[config.mk]
export PLATFORM = sky130hd
export DESIGN_NAME = lattice_render
export DESIGN_NICKNAME = d
export VERILOG_FILES = /design/src/rtl/lattice_render.sv
export SDC_FILE = /design/constraint.sdc
export NUM_CORES = 1
export LEC_CHECK = 0
export BUFFER_PORTS_ARGS = -buffer_cell sky130_fd_sc_hd__buf_2
export CORE_UTILIZATION = 64
export CTS_CLUSTER_DIAMETER = 200
export CTS_CLUSTER_SIZE = 24
export DETAILED_ROUTE_END_ITERATION = 12
export GPL_ROUTABILITY_DRIVEN = 0
export HOLD_SLACK_MARGIN = 0.05
export PLACE_DENSITY_LB_ADDON = 0.08
export SYNTH_ARGS = -nofsm -noshare
export SYNTH_HDL_FRONTEND = slang
export SYNTH_SLANG_ARGS = --single-unit
[constraint.sdc]
create_clock -name clk_in -period 9.3 [get_ports clk_in]
set_clock_uncertainty 0.15 [all_clocks]
set_input_delay 0 -clock clk_in [delete_from_list [all_inputs] [get_ports clk_in]]
set_output_delay 0 -clock clk_in [all_outputs]
set_load 0.005 [all_outputs]
[src/rtl/lattice_render.sv]
// Converts lattice BRAM cells into RGB pixels with a fixed 6-cycle pipeline and delay-matched syncs.
// Optional macro LATTICE_BORDER_EN paints the outermost ring of lattice cells white.
module lattice_render #(
   parameter int LAT_W       = 205,
   parameter int LAT_H       = 154,
   parameter int SCALE_SHIFT = 2,
   parameter int BRAM_SIZE   = $clog2(LAT_W*LAT_H)
) (
   input  logic                 clk_in,
   input  logic                 rst_n_in,
   input  logic [10:0]          hcount_in,
   input  logic [9:0]           vcount_in,
   input  logic                 hsync_in,
   input  logic                 vsync_in,
   input  logic                 active_draw_in,
   input  logic [1:0]           mode_in,
   input  logic [8:0][7:0]      bram_data_in,
   output logic [BRAM_SIZE-1:0] addr_out,
   output logic [7:0]           red_out,
   output logic [7:0]           green_out,
   output logic [7:0]           blue_out,
   output logic                 hsync_out,
   output logic                 vsync_out,
   output logic                 active_draw_out,
   output logic                 frame_done_out
);

   localparam int DEPTH = 6;
   localparam logic [10:0] LAST_H = 11'((LAT_W << SCALE_SHIFT) - 1);
   localparam logic [9:0]  LAST_V = 10'((LAT_H << SCALE_SHIFT) - 1);

   typedef struct packed {
      logic       hsync;
      logic       vsync;
      logic       active;
      logic       in_lat;
      logic       last;
`ifdef LATTICE_BORDER_EN
      logic       border;
`endif
      logic [1:0] mode;
   } ctrl_t;

   function automatic logic [7:0] sat255(input logic [11:0] v);
      return (v > 12'd255) ? 8'hFF : v[7:0];
   endfunction

   // Stage 1: lattice coordinate, address and control capture
   logic [31:0]          lx, ly;
   logic                 in_lat;
   ctrl_t                ctrl_d;
   ctrl_t                ctrl_q [DEPTH];
   logic [BRAM_SIZE-1:0] addr_d, addr_q;
   logic                 armed_d, armed_q;

   always_comb begin
      lx     = 32'(hcount_in) >> SCALE_SHIFT;
      ly     = 32'(vcount_in) >> SCALE_SHIFT;
      in_lat = active_draw_in && (lx < LAT_W) && (ly < LAT_H);
      addr_d = in_lat ? BRAM_SIZE'(ly * LAT_W + lx) : '0;
      // A frame only counts once its first pixel has been seen since reset.
      armed_d = armed_q | ((hcount_in == '0) && (vcount_in == '0));
      ctrl_d        = '0;
      ctrl_d.hsync  = hsync_in;
      ctrl_d.vsync  = vsync_in;
      ctrl_d.active = active_draw_in;
      ctrl_d.in_lat = in_lat;
      ctrl_d.last   = armed_q && in_lat && (hcount_in == LAST_H) && (vcount_in == LAST_V);
`ifdef LATTICE_BORDER_EN
      ctrl_d.border = in_lat && ((lx == 0) || (lx == LAT_W - 1) || (ly == 0) || (ly == LAT_H - 1));
`endif
      ctrl_d.mode   = mode_in;
   end

   always_ff @(posedge clk_in) begin
      if (!rst_n_in) begin
         addr_q  <= '0;
         armed_q <= 1'b0;
         for (int i = 0; i < DEPTH; i++) ctrl_q[i] <= '0;
      end else begin
         addr_q    <= addr_d;
         armed_q   <= armed_d;
         ctrl_q[0] <= ctrl_d;
         for (int i = 1; i < DEPTH; i++) ctrl_q[i] <= ctrl_q[i-1];
      end
   end

   // Stage 4: directional partial sums (BRAM order C,N,NE,E,SE,S,SW,W,NW)
   logic [9:0] pe_d, pw_d, pn_d, ps_d, pc_d;
   logic [9:0] pe_q, pw_q, pn_q, ps_q, pc_q;
   logic [7:0] c4_d, c4_q;

   always_comb begin
      pe_d = 10'(bram_data_in[2]) + 10'(bram_data_in[3]) + 10'(bram_data_in[4]);
      pw_d = 10'(bram_data_in[8]) + 10'(bram_data_in[7]) + 10'(bram_data_in[6]);
      pn_d = 10'(bram_data_in[1]) + 10'(bram_data_in[2]) + 10'(bram_data_in[8]);
      ps_d = 10'(bram_data_in[5]) + 10'(bram_data_in[4]) + 10'(bram_data_in[6]);
      pc_d = 10'(bram_data_in[0]) + 10'(bram_data_in[1]) + 10'(bram_data_in[5]);
      c4_d = bram_data_in[0];
   end

   // Stage 5: density, x velocity and L1 speed
   logic [11:0]        rho_d, rho_q;
   logic signed [10:0] ux_d, uy_d, ux_q;
   logic [10:0]        ux_abs, uy_abs, spd_d, spd_q;
   logic [7:0]         c5_d, c5_q;

   always_comb begin
      rho_d  = 12'(pe_q) + 12'(pw_q) + 12'(pc_q);
      ux_d   = $signed({1'b0, pe_q}) - $signed({1'b0, pw_q});
      uy_d   = $signed({1'b0, pn_q}) - $signed({1'b0, ps_q});
      ux_abs = ux_d[10] ? 11'(-ux_d) : 11'(ux_d);
      uy_abs = uy_d[10] ? 11'(-uy_d) : 11'(uy_d);
      spd_d  = ux_abs + uy_abs;
      c5_d   = c4_q;
   end

   // Stage 6: colour mapping
   logic [23:0] rgb_d, rgb_q;
   logic [10:0] ux_neg;
   logic [7:0]  gray;

   always_comb begin
      rgb_d  = '0;
      ux_neg = 11'(-ux_q);
      gray   = sat255(rho_q >> 3);
      if (!ctrl_q[4].active) begin
         rgb_d = 24'h000000;
      end else if (!ctrl_q[4].in_lat) begin
         rgb_d = 24'h202020;
      end else begin
`ifdef LATTICE_BORDER_EN
         if (ctrl_q[4].border) begin
            rgb_d = 24'hFFFFFF;
         end else begin
`else
         begin
`endif
            case (ctrl_q[4].mode)
               2'd0:    rgb_d = {gray, gray, gray};
               2'd1:    rgb_d = {8'h00, sat255({1'b0, spd_q}), 8'h00};
               2'd2:    rgb_d = ux_q[10] ? {16'h0000, sat255({1'b0, ux_neg})}
                                         : {sat255({1'b0, ux_q}), 16'h0000};
               default: rgb_d = {c5_q, c5_q, c5_q};
            endcase
         end
      end
   end

   always_ff @(posedge clk_in) begin
      if (!rst_n_in) begin
         pe_q  <= '0;
         pw_q  <= '0;
         pn_q  <= '0;
         ps_q  <= '0;
         pc_q  <= '0;
         c4_q  <= '0;
         rho_q <= '0;
         ux_q  <= '0;
         spd_q <= '0;
         c5_q  <= '0;
         rgb_q <= '0;
      end else begin
         pe_q  <= pe_d;
         pw_q  <= pw_d;
         pn_q  <= pn_d;
         ps_q  <= ps_d;
         pc_q  <= pc_d;
         c4_q  <= c4_d;
         rho_q <= rho_d;
         ux_q  <= ux_d;
         spd_q <= spd_d;
         c5_q  <= c5_d;
         rgb_q <= rgb_d;
      end
   end

   assign addr_out        = addr_q;
   assign red_out         = rgb_q[23:16];
   assign green_out       = rgb_q[15:8];
   assign blue_out        = rgb_q[7:0];
   assign hsync_out       = ctrl_q[DEPTH-1].hsync;
   assign vsync_out       = ctrl_q[DEPTH-1].vsync;
   assign active_draw_out = ctrl_q[DEPTH-1].active;
   assign frame_done_out  = ctrl_q[DEPTH-1].last;

endmodule

==> results.md <==
- Status: complete, no violations
- Max-Cap Viols: 0
- Width of the die: about 130 µm
- Syn Area/Cell: around 9.5 µm²
- Number of buffers created by CTS: 17
- Kind of critical path: reg2reg
- Highest fanout seen on the critical path: 11
- Final WS setup: about 4.6 ns
- Share of power burned in registers: 24.5%
- Net Switching: 1.628 mW
- Combinational share of power: 57.4%
- Core region area: between 15000 and 20000 µm²
- Total wire length after detailed routing: between 20000 and 30000 µm
- Fraction of the yosys area taken by sequential cells: about a third
- Congestion Overflow GR: 0
- Vias after detailed routing: 8805
- Post-detailed-route count of antenna-violating nets: 0
- Drt wl/cell: between 15 and 20 µm
- Area grow syn2layout: 19.29%
- Num ports: 143
- CTS sink cnt: approximately 180
- Number of iterations in the first detailed-routing pass: 8
- Buffers inserted by post-CTS timing repair: 0
- Synthesis warning total: 0
- Internal portion of total power: 2.233 mW
- Final non-filler cell area: 13160 µm²
- Cell area power density: roughly 300 nW/µm²
- Setup slack of the most critical reg-to-reg path: 4.57 ns
- First-pass GRT wire length: approximately 44000 µm
- Post-layout minimum cycle time: around 4.7 ns
- Minimum hold slack: a little over 0.07 ns
- FFs w/ async S/R, synth: 0%
- Worst max-slew margin expressed relative to the limit: between 50% and 60%
- Largest cells by area after synthesis: sky130_fd_sc_hd__dfxtp_1 32%, sky130_fd_sc_hd__ha_1 15%, sky130_fd_sc_hd__fa_1 14%, sky130_fd_sc_hd__inv_1 4.8%, sky130_fd_sc_hd__xnor2_1 4.4%
- Max H-tree Level: 4
- Total routing resource utilization after global routing: about a third
- Vertical die dimension: 133.3 µm
- Worst min path class: in2reg
- Netlist area before placement: between 10000 and 15000 µm²
- Final Max Tran Viols: 0
- Number of setup violations in the final report: 0
- Type of element capturing the critical path: register
- Overall die area: about 18000 µm²
- Arrival time at the worst endpoint: between 4 and 5 ns
- Worst Setup Start Kind: register
- Clock-pin transition on the worst setup and hold timing paths: about 0.070 ns
- Starting density of the core: between 60 and 70%
- Slew at the pin closest to its max-slew limit: roughly 0.68 ns
- Drt via density: about 5.5
- Maximum number of buffers from clock root to sink: 2
- Root Driver: sky130_fd_sc_hd__clkbuf_16
- Fraction of post-synthesis cell area in the top cell type by area: a little under a third
- Cell taking the most area after synthesis: sky130_fd_sc_hd__dfxtp_1
- Nets in the synthesized netlist: between 1000 and 1500
- FF+latch count, synth: 176
- DRC violation count after routing: 0
- Static power due to leakage: roughly 6.3 nW
- Clock network power share: ~18%
- IR drop worst, VDD: 0.0002615 V
- Number of cells produced by synthesis: 1167
- Clk Latency, worst-skew pair: approximately 0.43 ns
- Violation count after the first detailed-routing iteration: between 500 and 600
- Required time at the endpoint of the critical path: 9.51 ns
- CTS tree: yes
- Switching fraction of total power: a little over two fifths
- Number of enable flip-flop cells after synthesis: 0
- Half-perimeter wire length after placement: around 19000 µm
- Setup TNS after final layout: 0 ns
- Fin nets: between 1500 and 2000
- Number of endpoints with negative hold slack in the final report: 0
- Initial antenna violation count: 4
- Netlist cell types: 57
- Largest net degree at the start of global routing: 76
- Final core area utilization: roughly four fifths
- Cell area after placement: 11950 µm²
- Number of buffer cells added on primary ports: 142
- Maximum frequency from static timing analysis: between 200 and 250 MHz
- Post-synth top flop: sky130_fd_sc_hd__dfxtp_1
- Setup repair after global routing missed its margin: false
- Final Cycle Share: between 50% and 60%
- Proportion of layout cells with a drive suffix above 1: 13.70%
- Vias in the first global route: slightly above 9000
- Std-Cell Rows: between 40 and 50
- Placement Setup Slack: about 4.6 ns
-- worst max-delay path, stage by stage, from the launching register on --
cell and delay [ns]:
sky130_fd_sc_hd__dfxtp_1 0.31, sky130_fd_sc_hd__inv_1 0.05, sky130_fd_sc_hd__ha_1 0.17, sky130_fd_sc_hd__inv_1 0.06
sky130_fd_sc_hd__fa_1 0.40, sky130_fd_sc_hd__a21o_1 0.20, sky130_fd_sc_hd__a211o_1 0.30, sky130_fd_sc_hd__a2111oi_0 0.38
sky130_fd_sc_hd__nor3_1 0.15, sky130_fd_sc_hd__a31o_2 0.36, sky130_fd_sc_hd__mux2_2 0.28, sky130_fd_sc_hd__inv_1 0.07
sky130_fd_sc_hd__fa_1 0.45, sky130_fd_sc_hd__nor2b_1 0.16, sky130_fd_sc_hd__o21ai_0 0.11, sky130_fd_sc_hd__a21oi_1 0.21
sky130_fd_sc_hd__o21ai_0 0.13, sky130_fd_sc_hd__a21oi_1 0.21, sky130_fd_sc_hd__a31oi_1 0.13, sky130_fd_sc_hd__xnor2_1 0.19
sky130_fd_sc_hd__mux2i_1 0.19
-- placed cells by master, fill, tap and decap left out, types with 5 or more instances in the layout --
cell type                       count
sky130_fd_sc_hd__fa_1              77
sky130_fd_sc_hd__or3_1              7
sky130_fd_sc_hd__inv_1            141
sky130_fd_sc_hd__a21oi_1           77
sky130_fd_sc_hd__nand2_1           38
sky130_fd_sc_hd__nor2b_1           21
sky130_fd_sc_hd__nor4_1             5
sky130_fd_sc_hd__clkbuf_16         17
sky130_fd_sc_hd__and2_1            70
sky130_fd_sc_hd__xnor2_1           56
sky130_fd_sc_hd__a31oi_1            6
sky130_fd_sc_hd__xor2_1            25
sky130_fd_sc_hd__nor3b_1            6
sky130_fd_sc_hd__nand3_1            9
sky130_fd_sc_hd__a21o_1            18
sky130_fd_sc_hd__buf_2            142
sky130_fd_sc_hd__o21ai_0           39
sky130_fd_sc_hd__and3_1             7
sky130_fd_sc_hd__nand2b_1          13
sky130_fd_sc_hd__dfxtp_1          176
sky130_fd_sc_hd__dlygate4sd3_1     61
sky130_fd_sc_hd__o21a_1             6
sky130_fd_sc_hd__nor2_1           110
sky130_fd_sc_hd__nor3_1            31
sky130_fd_sc_hd__o21bai_1          16
sky130_fd_sc_hd__ha_1             135
-- cell families after synthesis --
| kind of cell | synth area share, % |
|---|---|
| multiplexers | 0.3855 |
| AO/OA/AOI/OAI | 10.76 |
| AND/OR/NAND/NOR | 15.57 |
| adder cells (fa/ha/maj) | 29.28 |
| XOR/XNOR | 6.429 |
| flip-flops | 31.93 |
| buffers and inverters | 5.647 |
-- Yosys cell counts (2+ instances only) --
| library cell | number |
|---|---|
| sky130_fd_sc_hd__inv_1 | 141 |
| sky130_fd_sc_hd__clkbuf_1 | 23 |
| sky130_fd_sc_hd__o21ai_1 | 2 |
| sky130_fd_sc_hd__dfxtp_1 | 176 |
| sky130_fd_sc_hd__nor2_1 | 110 |
| sky130_fd_sc_hd__o21bai_1 | 16 |
| sky130_fd_sc_hd__or3_1 | 7 |
| sky130_fd_sc_hd__a211oi_1 | 2 |
| sky130_fd_sc_hd__nor2b_1 | 21 |
| sky130_fd_sc_hd__nand3_1 | 9 |
| sky130_fd_sc_hd__a21o_1 | 18 |
| sky130_fd_sc_hd__o21ai_0 | 39 |
| sky130_fd_sc_hd__a211o_1 | 2 |
| sky130_fd_sc_hd__a31oi_1 | 6 |
| sky130_fd_sc_hd__o21a_1 | 6 |
| sky130_fd_sc_hd__nand4_1 | 3 |
| sky130_fd_sc_hd__o31ai_1 | 3 |
| sky130_fd_sc_hd__nand3b_1 | 2 |
| sky130_fd_sc_hd__or4_1 | 4 |
| sky130_fd_sc_hd__and3_1 | 7 |
| sky130_fd_sc_hd__nand2_1 | 38 |
| sky130_fd_sc_hd__xor2_1 | 25 |
| sky130_fd_sc_hd__fa_1 | 77 |
| sky130_fd_sc_hd__nor3_1 | 31 |
| sky130_fd_sc_hd__mux2_2 | 2 |
| sky130_fd_sc_hd__nor3b_1 | 6 |
| sky130_fd_sc_hd__o2111ai_1 | 2 |
| sky130_fd_sc_hd__mux2i_1 | 2 |
| sky130_fd_sc_hd__xnor2_1 | 56 |
| sky130_fd_sc_hd__ha_1 | 135 |
| sky130_fd_sc_hd__nand2b_1 | 13 |
| sky130_fd_sc_hd__o211a_1 | 2 |
| sky130_fd_sc_hd__a2111oi_0 | 3 |
| sky130_fd_sc_hd__or2_2 | 4 |
| sky130_fd_sc_hd__nor4_1 | 5 |
| sky130_fd_sc_hd__o211ai_1 | 3 |
| sky130_fd_sc_hd__and2_1 | 70 |
| sky130_fd_sc_hd__a21oi_1 | 77 |
-- flip-flops by register name, indices dropped and copies added (netlist names) --
name,cells
pc_q,10
rgb_q,24
spd_q,11
ctrl_q,39
ux_q,11
rho_q,9
c4_q,8
armed_q,1
pn_q,10
pw_q,10
c5_q,8
pe_q,10
ps_q,10
addr_out,15
-- path summary, 6_finish.rpt --
check             cells after the start              from   endpoint
setup / recovery                     20           pe_q[0]  spd_q[10]
hold / removal                        5  bram_data_in[69]    pn_q[5]
setup reg to reg                     20           pe_q[0]  spd_q[10]
hold reg to reg                       1           c4_q[2]    c5_q[2]
-- final cells by class --
type,instances,area (µm²)
fill,1126,3538
antenna,4,10.01
sequential,176,3523
clock buffer,17,425.4
inverter,142,533.0
clock inverter,15,171.4
tap,220,275.3
multi-input combinational,825,6888
timing repair buffer,205,1336
-- power groups by stage --
stage | Combinational (mW) | Sequential (mW) | Clock (mW)
floorplan | 1.70 | 0.933 | 0
global placement | 2.06 | 0.953 | 0
detailed placement | 2.11 | 0.955 | 0
CTS | 2.17 | 0.940 | 0.711
global route | 2.48 | 0.954 | 0.743
finish | 2.21 | 0.944 | 0.702
-- timing repair --
item | CTS | global route
hold buffers | 61 | 0
endpoints found under the hold margin | 39 | 0
gates resized for setup | 0 | 0
-- per-stage QoR --
stage,instances,total power [mW]
2_1_floorplan,1167,2.628
3_3_place_gp,1507,3.008
3_5_place_dp,1507,3.064
4_1_cts,1600,3.821
5_1_grt,1604,4.179
6_report,1604,3.860
-- routing by layer --
layer  up-vias  global-route usage [%]  wire length (µm)
li1       4252                       -                 -
met5         -                       0                 0
met1      4074                   38.29             11210
met2       374                   54.14             12880
met4         0                   15.85              1257
met3       105                   6.355              1512
(Power assumes the default switching activity.)
